### config.mk
export PLATFORM = sky130hd
export DESIGN_NAME = seg_scan_ctrl_flat
export DESIGN_NICKNAME = d
export VERILOG_FILES = /design/src/rtl/seg_pkg.sv /design/src/rtl/seg_scan_ctrl_if.sv /design/src/rtl/seg_scan_ctrl_hex7seg.sv /design/src/rtl/seg_scan_ctrl.sv /design/src/flat_wrapper.sv
export SDC_FILE = /design/constraint.sdc
export NUM_CORES = 1
export LEC_CHECK = 0
export CORE_MARGIN = 2
export CORE_UTILIZATION = 50
export CTS_BUF_LIST = sky130_fd_sc_hd__clkbuf_8 sky130_fd_sc_hd__clkbuf_16
export CTS_CLUSTER_SIZE = 24
export DETAILED_ROUTE_END_ITERATION = 12
export GPL_TIMING_DRIVEN = 0
export HOLD_SLACK_MARGIN = 0.12
export PLACE_DENSITY = 0.81
export SLEW_MARGIN = 20
export SYNTH_ARGS = -nofsm -noshare
export SYNTH_HDL_FRONTEND = slang
export SYNTH_HIERARCHICAL = 1
export SYNTH_SLANG_ARGS = --single-unit
### constraint.sdc
create_clock -name clk -period 3.3 [get_ports clk]
set_clock_uncertainty 0.15 [all_clocks]
set_input_delay 0.66 -clock clk [delete_from_list [all_inputs] [get_ports clk]]
set_output_delay 0.66 -clock clk [all_outputs]
set_load 0.01 [all_outputs]
### src/rtl/seg_pkg.sv
// Shared definitions for the seven-segment scan controller:
// active-low glyphs (seg[0] = a), the dark pattern and the scan FSM states.
package seg_pkg;

    localparam logic [6:0] SEG_OFF = 7'h7F;

    localparam logic [6:0] GLYPH_0 = 7'h40;
    localparam logic [6:0] GLYPH_1 = 7'h79;
    localparam logic [6:0] GLYPH_2 = 7'h24;
    localparam logic [6:0] GLYPH_3 = 7'h30;
    localparam logic [6:0] GLYPH_4 = 7'h19;
    localparam logic [6:0] GLYPH_5 = 7'h12;
    localparam logic [6:0] GLYPH_6 = 7'h02;
    localparam logic [6:0] GLYPH_7 = 7'h78;
    localparam logic [6:0] GLYPH_8 = 7'h00;
    localparam logic [6:0] GLYPH_9 = 7'h10;
    localparam logic [6:0] GLYPH_A = 7'h08;
    localparam logic [6:0] GLYPH_B = 7'h03;
    localparam logic [6:0] GLYPH_C = 7'h46;
    localparam logic [6:0] GLYPH_D = 7'h21;
    localparam logic [6:0] GLYPH_E = 7'h06;
    localparam logic [6:0] GLYPH_F = 7'h0E;

    typedef enum logic [1:0] {
        ST_OFF   = 2'd0,
        ST_SHOW  = 2'd1,
        ST_BLANK = 2'd2
    } state_t;

    function automatic logic [6:0] hex_glyph(input logic [3:0] hex);
        logic [6:0] g;
        case (hex)
            4'h0: g = GLYPH_0;
            4'h1: g = GLYPH_1;
            4'h2: g = GLYPH_2;
            4'h3: g = GLYPH_3;
            4'h4: g = GLYPH_4;
            4'h5: g = GLYPH_5;
            4'h6: g = GLYPH_6;
            4'h7: g = GLYPH_7;
            4'h8: g = GLYPH_8;
            4'h9: g = GLYPH_9;
            4'hA: g = GLYPH_A;
            4'hB: g = GLYPH_B;
            4'hC: g = GLYPH_C;
            4'hD: g = GLYPH_D;
            4'hE: g = GLYPH_E;
            default: g = GLYPH_F;
        endcase
        return g;
    endfunction

endpackage

### src/rtl/seg_scan_ctrl_if.sv
// Frame-write handshake between the display datapath (master) and the
// scan controller (slave).
interface seg_scan_ctrl_if #(
    parameter int NDIG = 8
) ();
    logic                wr_valid;
    logic                wr_ready;
    logic [4*NDIG-1:0]   wr_data;
    logic [NDIG-1:0]     wr_mask;

    modport master (output wr_valid, output wr_data, output wr_mask, input wr_ready);
    modport slave  (input wr_valid, input wr_data, input wr_mask, output wr_ready);
endinterface

### src/rtl/seg_scan_ctrl_hex7seg.sv
// Combinational hex to active-low seven-segment decoder with enable.
module hex7seg
    import seg_pkg::*;
(
    input  logic [3:0] hex,
    input  logic       en,
    output logic [6:0] seg
);

    // Disabled digits drive the all-dark pattern.
    always_comb seg = en ? hex_glyph(hex) : SEG_OFF;

endmodule

### src/rtl/seg_scan_ctrl.sv
// Time-multiplexed seven-segment scan controller. New frames arrive via a
// valid/ready handshake and are committed only at frame boundaries.
// Optional feature: define SEG_LZ_BLANK_EN for leading-zero blanking.
module seg_scan_ctrl
    import seg_pkg::*;
#(
    parameter int NDIG      = 8,
    parameter int SCAN_DIV  = 50000,
    parameter int BLANK_CYC = 4
) (
    input  logic                      clk,
    input  logic                      rst,
    seg_scan_ctrl_if.slave            wr,
    output logic [NDIG-1:0]           an,
    output logic [6:0]                seg,
    output logic [$clog2(NDIG)-1:0]   scan_idx,
    output logic                      frame_done
);

    localparam int IDX_W   = $clog2(NDIG);
    localparam int CNT_MAX = (SCAN_DIV > BLANK_CYC) ? SCAN_DIV : BLANK_CYC;
    localparam int CNT_W   = (CNT_MAX > 1) ? $clog2(CNT_MAX) : 1;
    localparam logic [CNT_W-1:0] SHOW_LAST  = CNT_W'(SCAN_DIV - 1);
    localparam logic [CNT_W-1:0] BLANK_LAST = CNT_W'(BLANK_CYC - 1);
    localparam logic [IDX_W-1:0] IDX_LAST   = IDX_W'(NDIG - 1);

    state_t              state_q, state_d;
    logic [IDX_W-1:0]    idx_q, idx_d;
    logic [CNT_W-1:0]    cnt_q, cnt_d;
    logic [4*NDIG-1:0]   buf_d_q, buf_d_d;
    logic [NDIG-1:0]     buf_m_q, buf_m_d;
    logic [4*NDIG-1:0]   pend_d_q, pend_d_d;
    logic [NDIG-1:0]     pend_m_q, pend_m_d;
    logic                pend_v_q, pend_v_d;

    logic                accept;
    logic                frame_end;
    logic                digit_on;
    logic [3:0]          cur_hex;
    logic [NDIG-1:0]     lz_dark;

    // Handshake: always ready when idle, otherwise only with an empty pending slot.
    always_comb begin
        wr.wr_ready = (state_q == ST_OFF) ? 1'b1 : ~pend_v_q;
        accept      = wr.wr_valid & wr.wr_ready;
        frame_end   = (state_q == ST_BLANK) && (cnt_q == BLANK_LAST) && (idx_q == IDX_LAST);
    end

    // Scan FSM, dwell counter and the display/pending buffers.
    always_comb begin
        state_d  = state_q;
        idx_d    = idx_q;
        cnt_d    = cnt_q;
        buf_d_d  = buf_d_q;
        buf_m_d  = buf_m_q;
        pend_d_d = pend_d_q;
        pend_m_d = pend_m_q;
        pend_v_d = pend_v_q;
        case (state_q)
            ST_OFF: begin
                if (accept) begin
                    buf_d_d = wr.wr_data;
                    buf_m_d = wr.wr_mask;
                    idx_d   = '0;
                    cnt_d   = '0;
                    if (wr.wr_mask != '0) state_d = ST_SHOW;
                end
            end
            ST_SHOW: begin
                if (cnt_q == SHOW_LAST) begin
                    cnt_d   = '0;
                    state_d = ST_BLANK;
                end else begin
                    cnt_d = cnt_q + 1'b1;
                end
            end
            ST_BLANK: begin
                if (cnt_q == BLANK_LAST) begin
                    cnt_d = '0;
                    idx_d = (idx_q == IDX_LAST) ? '0 : idx_q + 1'b1;
                    if (frame_end && pend_v_q) begin
                        buf_d_d  = pend_d_q;
                        buf_m_d  = pend_m_q;
                        pend_v_d = 1'b0;
                    end
                    state_d = (buf_m_d == '0) ? ST_OFF : ST_SHOW;
                end else begin
                    cnt_d = cnt_q + 1'b1;
                end
            end
            default: state_d = ST_OFF;
        endcase
        // Accepting implies the slot was empty, so this never collides with the commit above.
        if (accept && (state_q != ST_OFF)) begin
            pend_d_d = wr.wr_data;
            pend_m_d = wr.wr_mask;
            pend_v_d = 1'b1;
        end
    end

`ifdef SEG_LZ_BLANK_EN
    // Walk from the top digit down; a digit is dark while no enabled digit at or above it is nonzero.
    always_comb begin
        logic        all_zero;
        int unsigned i;
        all_zero = 1'b1;
        lz_dark  = '0;
        for (int unsigned k = 0; k < NDIG; k++) begin
            i = NDIG - 1 - k;
            if (buf_m_q[i] && (buf_d_q[4*i +: 4] != 4'h0)) all_zero = 1'b0;
            lz_dark[i] = (i != 0) && all_zero;
        end
    end
`else
    // Every enabled digit is shown, zeros included.
    always_comb lz_dark = '0;
`endif

    // Output decode straight from registered state; no added latency.
    always_comb begin
        digit_on   = (state_q == ST_SHOW) && buf_m_q[idx_q] && !lz_dark[idx_q];
        cur_hex    = buf_d_q[{idx_q, 2'b00} +: 4];
        an         = digit_on ? ~(NDIG'(1) << idx_q) : '1;
        scan_idx   = idx_q;
        frame_done = frame_end;
    end

    hex7seg u_dec (
        .hex (cur_hex),
        .en  (digit_on),
        .seg (seg)
    );

    // State registers; reset clears everything including any pending frame.
    always_ff @(posedge clk or posedge rst) begin
        if (rst) begin
            state_q  <= ST_OFF;
            idx_q    <= '0;
            cnt_q    <= '0;
            buf_d_q  <= '0;
            buf_m_q  <= '0;
            pend_d_q <= '0;
            pend_m_q <= '0;
            pend_v_q <= 1'b0;
        end else begin
            state_q  <= state_d;
            idx_q    <= idx_d;
            cnt_q    <= cnt_d;
            buf_d_q  <= buf_d_d;
            buf_m_q  <= buf_m_d;
            pend_d_q <= pend_d_d;
            pend_m_q <= pend_m_d;
            pend_v_q <= pend_v_d;
        end
    end

endmodule

### src/flat_wrapper.sv
// flat-port wrapper written by rule: the top's interface ports become plain ports
module seg_scan_ctrl_flat import seg_pkg::*;
#(
    parameter int NDIG      = 8,
    parameter int SCAN_DIV  = 50000,
    parameter int BLANK_CYC = 4
)
  (clk, rst, an, seg, scan_idx, frame_done, wr_wr_valid, wr_wr_data, wr_wr_mask, wr_wr_ready);
  seg_scan_ctrl_if #(.NDIG(NDIG)) wr_i ();
  input  logic clk;
  input  logic rst;
  output logic [NDIG-1:0] an;
  output logic [6:0] seg;
  output logic [$clog2(NDIG)-1:0] scan_idx;
  output logic frame_done;
  input wire logic [$bits(wr_i.wr_valid)-1:0] wr_wr_valid;
  input wire logic [$bits(wr_i.wr_data)-1:0] wr_wr_data;
  input wire logic [$bits(wr_i.wr_mask)-1:0] wr_wr_mask;
  output wire logic [$bits(wr_i.wr_ready)-1:0] wr_wr_ready;
  assign wr_i.wr_valid = wr_wr_valid;
  assign wr_i.wr_data = wr_wr_data;
  assign wr_i.wr_mask = wr_wr_mask;
  assign wr_wr_ready = wr_i.wr_ready;
  seg_scan_ctrl #(.NDIG(NDIG), .SCAN_DIV(SCAN_DIV), .BLANK_CYC(BLANK_CYC)) u_core (.clk(clk), .rst(rst), .wr(wr_i), .an(an), .seg(seg), .scan_idx(scan_idx), .frame_done(frame_done));
endmodule
# Word level (Yosys, flattened, before mapping)
# Memory sizes are Yosys's and may differ from the RTL's.
# Cells that the tools add are included.
# W data, S select, Z words.
# classes
n_bitwise	3
shift	2
n_reduce_logical	21
n_addsub	2
order_cmp	1
muxes	34
n_eq_ne	10
# op_table
op	count
$mux W32	3
$pmux W32 S2	1
$mux W16	3
$mux W8	6
$pmux W16 S3	1
$shiftx A32 B6 Y4	1
$add A16 B1 Y16 const B	1
$eq A16 B16 Y1 const B	1
$eq A16 B2 Y1 const B	1
$pmux W8 S2	1
$reduce_bool A2 Y1	5
$mux W3	3
$logic_not A8 Y1	1
$mux W1	8
$mux W2	4
$not A8 Y8	1
$reduce_and A4 Y1	2
$reduce_bool A8 Y1	1
$shl A1 B3 Y8 const A	1
$mux W7	1
$logic_and A1 B1 Y1	6
$ne A2 B2 Y1 const B	3
$pmux W2 S3	1
$pmux W3 S2	1
other kinds (14)	16
# totals
output_inout_bits	20
romBits	120
memories	2
regBits	102
word_cells	83
input_bits	43
# memory_table
memory	depth	width	rd	rd_ports_with_merged_regs	wr	line_no	rtl
(no name shown)	16	7	1	0	0	seg_pkg.sv:32	case (hex)
(no name shown)	8	1	1	0	0	seg_scan_ctrl.sv:121	digit_on = (state_q == ST_SHOW) && buf_m_q[idx_q] && !lz_dark[idx_q];

# Depth between registers and ports, before layout
# Gate-level depths: netlist of the first run.
# depth
word_depth	11
mapped_depth	8
mapped_depth_nobuf	7

# Hierarchy
# The synthesis of the first run kept the hierarchy.
# by_module_without_submodules
module	area_each_um2	cells_per_inst	seq_area_each_um2	n_inst
seg_scan_ctrl	5492.8	450	2552.4	1
hex7seg	304.0	37	0.0	1

# Worst setup path before layout of the first run
# Ideal clock, no wire load.
# synth_path
kind	register to output
startpoint	register u_core.idx_q[0] (netlist: u_core/scan_idx[0])
endpoint	output seg[3]
path_buffers	1
path_slack_ns	-0.148
arrival_time_ns	2.638
stages_incl_launch_ff	9
required_time_ns	2.490
cell_sequence	dfrtp_1 -> clkbuf_1 -> mux4_2 -> nand2_1 -> nand2_1 -> inv_1 -> ha_1 -> or2_2 -> a32oi_1
# synth_via
elab_cells_between_ends	10
classes_between	shift (1); mux (4); reduce/logical (3); memory (2)
# synth_lines
element	line_no	rtl
start, declared	seg_scan_ctrl.sv:28	logic [IDX_W-1:0] idx_q, idx_d;
start signal, assigned	seg_scan_ctrl.sv:147	idx_q <= idx_d;
$shiftx A32 B6 Y4	seg_scan_ctrl.sv:122	cur_hex = buf_d_q[{idx_q, 2'b00} +: 4];
via u_core.cur_hex[0]	seg_scan_ctrl.sv:39	logic [3:0] cur_hex;
$mem_v2 Z16 W7	n/a	
$mux W7	seg_scan_ctrl_hex7seg.sv:11	always_comb seg = en ? hex_glyph(hex) : SEG_OFF;
end, declared	flat_wrapper.sv:13	output logic [6:0] seg;
# The timed path passes the listed nets, and every way through them passes these cells. The select of a mux whose other input is x is not followed.

# Final worst setup path of the first run
# Same ends and word-level chain as after synthesis.

==> results.cfg, run 1 <==
[power_and_ir_drop]
p_seq_share_pct = 49.9
p_comb_share_pct = 5.8
powerDensity_nw_per_um2 = 355.7
ir_drop_v = 0.0002263
pwr-share-clk_pct = 44.3
switching_share_pct = 21.31
p_sw_uw = 550.2
p_leak_uw = 0.003259
internal-power_uw = 2032

[worst_setup_path]
worst-path-max-fanout = 6
r2r_cells = 8
endpoint_kind = output port
required_ns = 2.49
worstReg2RegStart = u_core/cnt_q[1]
critPathArrivalTime_ns = 2.50
rr_endpoint = u_core/buf_d_q[7]
ff2ff_setup_slack_ns = 0.43
crit_type = register to output port
crit_path_start_kind = register

[synthesis]
synth-edff-count = 0
synth_area_sq_um = 5797
syn_area_per_cell_sq_um = 11.90
syn_nets = 548
seq_area_frac_synth_pct = 44.03
synth.area.top_cells = dfrtp_1 (44%), mux2_2 (15%), mux2_4 (7.8%)
synth_cell_types = 53
ys_ff_latch = 102
synthFlopType = dfrtp_1
yosys_warnings = 6
synth_top_area_cell = dfrtp_1
syn_inst = 487
synth_top_area_share_pct = 44.03
synth_common_cells = dfrtp_1 (102), mux2_2 (76), nand2_1 (34)
synth.most_common_cell = dfrtp_1
async_flop_share_pct = 100.0

[floorplan]
ioPinCount = 63
dieHeight_um = 111.7
core_area_sq_um = 11370
start_util_pct = 50.98
die_w_um = 111.7
rows = 39
die-area_sq_um = 12470

[final_layout]
syn_to_final_growth_pct = 25.23
finalNonFillerCells = 727
antenna_cells = 0
fin_nets = 640
drive_above_1_share_pct = 34.25

[timing]
timing.setup.tns_ns = -0.009562
hold_viol = 0
slew_headroom_pct = 52.85
max_freq_mhz = 302.2
fin_crit_sh_pct = 100.3
period_minus_slack_ns = 3.310
rsz0062_at_grt = true
setup_viol = 1
setup_ws_ns = -0.009562
worst_slew_pin_slew_ns = 0.7072
slew_violations = 0

[clock_tree]
clk_latency_ns = 0.35
clkSinkCount = 102
cts_buffers = 9
clk_pin_slew_ns = 0.07
cts_tree = built
root_buffer = clkbuf_16
cts.path.max_buffers = 2
htree_num_levels = 3

[drt]
drc = 0
avgViaCountPerCell = 5.790
routed_wirelength_mm = 13.48
routedWlPerCell_um = 18.54
top_layer = met4
dr.pass1.iters = 4
drtIter0Drc = 299
wl_met3_um = 541
dr_wl_met2_mm = 6.693
via_count = 4209
antenna_left = 0
m1WireLength_mm = 5.887

[grt]
grt_overflow_total = 0
track_usage_pct = 21.41
grt_max_degree = 34
grt_pass1_vias = 4318
grt_pass1_wl_mm = 21.45
antenna_found_initial = 0

[placement]
dp_hpwl_mm = 9.386
gp_congestion = 0.8689
io_buffers = 62
dpl.cell_count = 695

[flow_run]
max_cap_viol_count = 0

[status]
status = complete, but fails checks
violations = setup timing

[min_path]
min-delay-path-class = register to register
holdPathStages = 1
min_from = u_core/pend_d_q[17]
hold_path_end = u_core/pend_d_q[17]
## how the worst max path moves through the flow
| stage | cells after the start | startpoint | slack [ns] | endpoint |
|---|---|---|---|---|
| 5_1_grt | 9 | u_core/scan_idx[0] | -0.1 | seg[3] |
| 2_1_floorplan | 8 | u_core/scan_idx[0] | 0.02 | seg[3] |
| 3_5_place_dp | 9 | u_core/scan_idx[0] | -0.79 | seg[3] |
| 6_report | 9 | u_core/scan_idx[0] | -0.01 | seg[3] |
| 3_3_place_gp | 9 | u_core/scan_idx[0] | -0.73 | seg[3] |
| 4_1_cts | 9 | u_core/scan_idx[0] | -0.12 | seg[3] |
## power groups by stage
stage,logic (uW),registers (uW),clock network (uW)
6_report,150,1290,1140
5_1_grt,164,1290,1220
4_1_cts,152,1290,1160
3_5_place_dp,152,1310,0
3_3_place_gp,138,1310,0
2_1_floorplan,68.0,1310,0
## timing repair
| action | in CTS | in global routing |
|---|---|---|
| setup endpoints to repair | 11 | 9 |
| resized for setup | 44 | 36 |
| pin swaps | 1 | 8 |
| cloned | 0 | 0 |
| buffers inserted | 7 | 11 |
| hold buffers | 0 | 0 |
## placed cells by master, fill, tap and decap left out, types with 5 or more instances in the layout
master | netlist | final
inv_1 | 17 | 14
a31oi_1 | 9 | 9
clkbuf_16 | 0 | 10
ha_1 | 18 | 12
buf_2 | 2 | 8
nand2_1 | 34 | 28
mux2_4 | 30 | 30
mux4_2 | 10 | 10
a21oi_1 | 13 | 13
clkdlybuf4s50_1 | 0 | 54
nor2b_1 | 6 | 6
mux2i_1 | 16 | 16
mux2_2 | 76 | 76
dfrtp_1 | 102 | 100
nand2b_1 | 14 | 13
buf_4 | 0 | 14
nor3_1 | 5 | 5
nand3_1 | 7 | 7
and3_1 | 6 | 6
o22ai_1 | 8 | 8
nor2_1 | 24 | 23
buf_6 | 4 | 7
o21ai_0 | 7 | 7
clkbuf_1 | 17 | 14
## critical path: stages, from the launching register on
cell and delay [ns]:
dfrtp_2 0.39, clkbuf_16 0.16, mux4_2 0.56, nand2_2 0.11, nand2_4 0.08, inv_4 0.08
ha_4 0.20, or2_4 0.23, a32oi_1 0.18, buf_2 0.15
## final cells by class
class / count / area, sq um
Fill cell: 839 / 4110
Multi-Input combinational cell: 341 / 3161
Sequential cell: 102 / 2555
Timing Repair Buffer: 82 / 798.3
Clock buffer: 9 / 225.2
Tap cell: 143 / 178.9
Buffer: 26 / 170.2
Clock inverter: 7 / 98.84
Inverter: 17 / 72.57
## state kept, by name, summed over array words and instances (netlist names)
name             flops
u_core/buf_d_q      32
u_core/pend_v_q      1
u_core/pend_m_q      8
u_core/buf_m_q       8
u_core/cnt_q        16
u_core/pend_d_q     32
u_core/state_q       2
u_core/scan_idx      3
## metal layers
layer | GRT usage, % | up-vias
li1 | - | 1948
met3 | 2.885 | 27
met1 | 28.51 | 2127
met2 | 34.87 | 107
met4 | 10.21 | 0
met5 | 0 | -
## cells by family after synthesis
| group | synth area share, % |
|---|---|
| muxes | 29.18 |
| and+or+nand+nor | 11.29 |
| DFF | 44.03 |
| AOI/OAI and AO/OA | 6.972 |
| buffers and inverters | 3.432 |
| adders and majority gates | 3.885 |
| xor gates and xnor gates | 1.209 |
## metrics by stage
step / hold WS (ns) / utilization, % / power, uW / setup WS, ns / area, sq um
after CTS: 0.3576 / 62.26 / 2601 / -0.1176 / 7079
final: 0.3538 / 63.85 / 2582 / -0.009562 / 7259
after global routing: 0.3695 / 63.85 / 2671 / -0.09609 / 7259
after global placement: 0.3335 / 58.06 / 1447 / -0.7308 / 6601
after floorplan: 0.3178 / - / 1375 / 0.01548 / 5802
after detailed placement: 0.3419 / 58.59 / 1464 / -0.7909 / 6661
Note: power is estimated with default switching activity, not from simulation.
==> run 2: changes to the inputs <==
- CORE_ASPECT_RATIO: not set -> 1.1
==> results.cfg, run 2 (synthesis gave the netlist of run 1 again) <==
[status]
status = completed

[final_layout]
drive_above_1_share_pct = 32.87
final_common_cell = dfrtp_1
reg_top3 = u_core/buf_d_q (32), u_core/pend_d_q (32), u_core/cnt_q (16)
fin_nets = 634
stdcell_area_sq_um = 7148
utilization_pct = 62.77
layout_common_cells = dfrtp_1 (100), mux2_2 (76), clkdlybuf4s50_1 (54)
syn_to_final_growth_pct = 23.31
finalNonFillerCells = 728
antenna_cells = 0

[grt]
grt_pass1_wl_mm = 21.34
grt_max_degree = 33
track_usage_pct = 21.78
grt_overflow_total = 0
grt_pass1_vias = 4275
antenna_found_initial = 0

[drt]
drtIter0Drc = 216
routedWlPerCell_um = 17.93
dr.pass1.iters = 4
avgViaCountPerCell = 5.724
via_count = 4167
routed_wirelength_mm = 13.05
drc = 0
antenna_left = 0

[clock_tree]
clkSinkCount = 102
cts_tree = built
clk_pin_slew_ns = 0.07
htree_num_levels = 3
clk_latency_ns = 0.35
cts_buffers = 9
cts.path.max_buffers = 2
root_buffer = clkbuf_16

[timing]
period_minus_slack_ns = 3.296
worst_slew_pin_slew_ns = 0.6862
rsz0062_at_grt = true
slew_violations = 0
fin_crit_sh_pct = 99.88
timing.setup.tns_ns = 0
setup_viol = 0
max_freq_mhz = 303.4
hold_viol = 0
slew_headroom_pct = 54.25

[worst_setup_path]
endpoint_kind = output port
critPathArrivalTime_ns = 2.49
crit_type = register to output port
worst-path-max-fanout = 6
r2r_cells = 8
worstReg2RegStart = u_core/cnt_q[0]
required_ns = 2.49
rr_endpoint = u_core/buf_d_q[0]
slowest_delay_ns = 0.53
ff2ff_setup_slack_ns = 0.38
critical_path.n_buffers_inverters = 3
slowest_stage = mux4_2
critical-path-top-delay-family = multiplexers
path_cells = clkbuf_16 > mux4_2 > nand2_2 > nand2_4 > inv_4 > ha_4 > or2_4 > a32oi_1 > buf_2
crit_path_start_kind = register

[placement]
dpl-instance-area_sq_um = 6670
io_buffers = 62
dp_hpwl_mm = 9.327
gp_congestion = 0.8768
dpl.cell_count = 702

[power_and_ir_drop]
power.total_uw = 2552
powerDensity_nw_per_um2 = 357.0
ir_drop_v = 0.0002377
p_leak_uw = 0.003214

[min_path]
hold_path_end = u_core/pend_d_q[19]
min_from = u_core/pend_d_q[19]
min-delay-path-class = register to register
holdPathStages = 1

[flow_run]
max_cap_viol_count = 0

[floorplan]
ioPinCount = 63
dieHeight_um = 116.9
die-area_sq_um = 12470
die_w_um = 106.7
core_area_sq_um = 11390
rows = 41
start_util_pct = 50.90
[run 2: power by group]
part | internal (uW) | total (uW) | switching, uW | leakage [uW]
registers | 1270 | 1290 | 13.2 | 0.00131
clock network | 622 | 1110 | 492 | 0.000156
logic | 89.3 | 150 | 61.2 | 0.00175
[run 2: repair_timing]
item | in CTS | in global routing
setup buffers | 2 | 7
setup endpoints to repair | 11 | 9
pin swaps | 0 | 4
resized for setup | 42 | 27
hold buffers | 0 | 0
cloned | 0 | 1
[run 2: metrics by stage]
stage / hold WS (ns) / worst slack (ns)
final: 0.3538 / 0.004026
after global routing: 0.3670 / -0.07274
after CTS: 0.3585 / -0.2371
after detailed placement: 0.3414 / -0.7672
after global placement: 0.3329 / -0.7134
after floorplan: 0.3178 / 0.01548
[run 2: worst reg2reg max path, cell delays in order (launching register included)]
cell	delay (ns)
dfrtp_1	0.37
ha_2	0.22
or4b_1	0.46
or4_4	0.50
buf_4	0.19
nor2_8	0.26
o21ai_4	0.13
buf_6	0.21
mux2_4	0.31
[run 2: per-layer routing]
| layer | GRT usage (%) | routed length (um) | vias up |
|---|---|---|---|
| met5 | 0 | 0 | - |
| met4 | 8.658 | 310 | 0 |
| met3 | 3.156 | 618 | 25 |
| met2 | 36.65 | 6410 | 129 |
| met1 | 28.74 | 5711 | 2079 |
| li1 | - | - | 1934 |
[run 2: cell type report]
type	count	area, sq um
timing repair buffer	75	729.5
fill	879	4240
clock buffer	10	239.0
sequential	102	2555
tap	150	187.7
buffer	27	171.4
clock inverter	6	76.32
inverter	17	72.57
multi-input combinational	341	3117
[run 2: worst max path at each step]
stage,startpoint,to,slack (ns),cells after the start
after floorplan,u_core/scan_idx[0],seg[3],0.02,8
after global placement,u_core/scan_idx[0],seg[3],-0.71,9
after detailed placement,u_core/scan_idx[0],seg[3],-0.77,9
after CTS,u_core/scan_idx[0],seg[3],-0.24,9
after global routing,u_core/scan_idx[0],seg[3],-0.07,9
final,u_core/scan_idx[0],seg[3],0.004,9
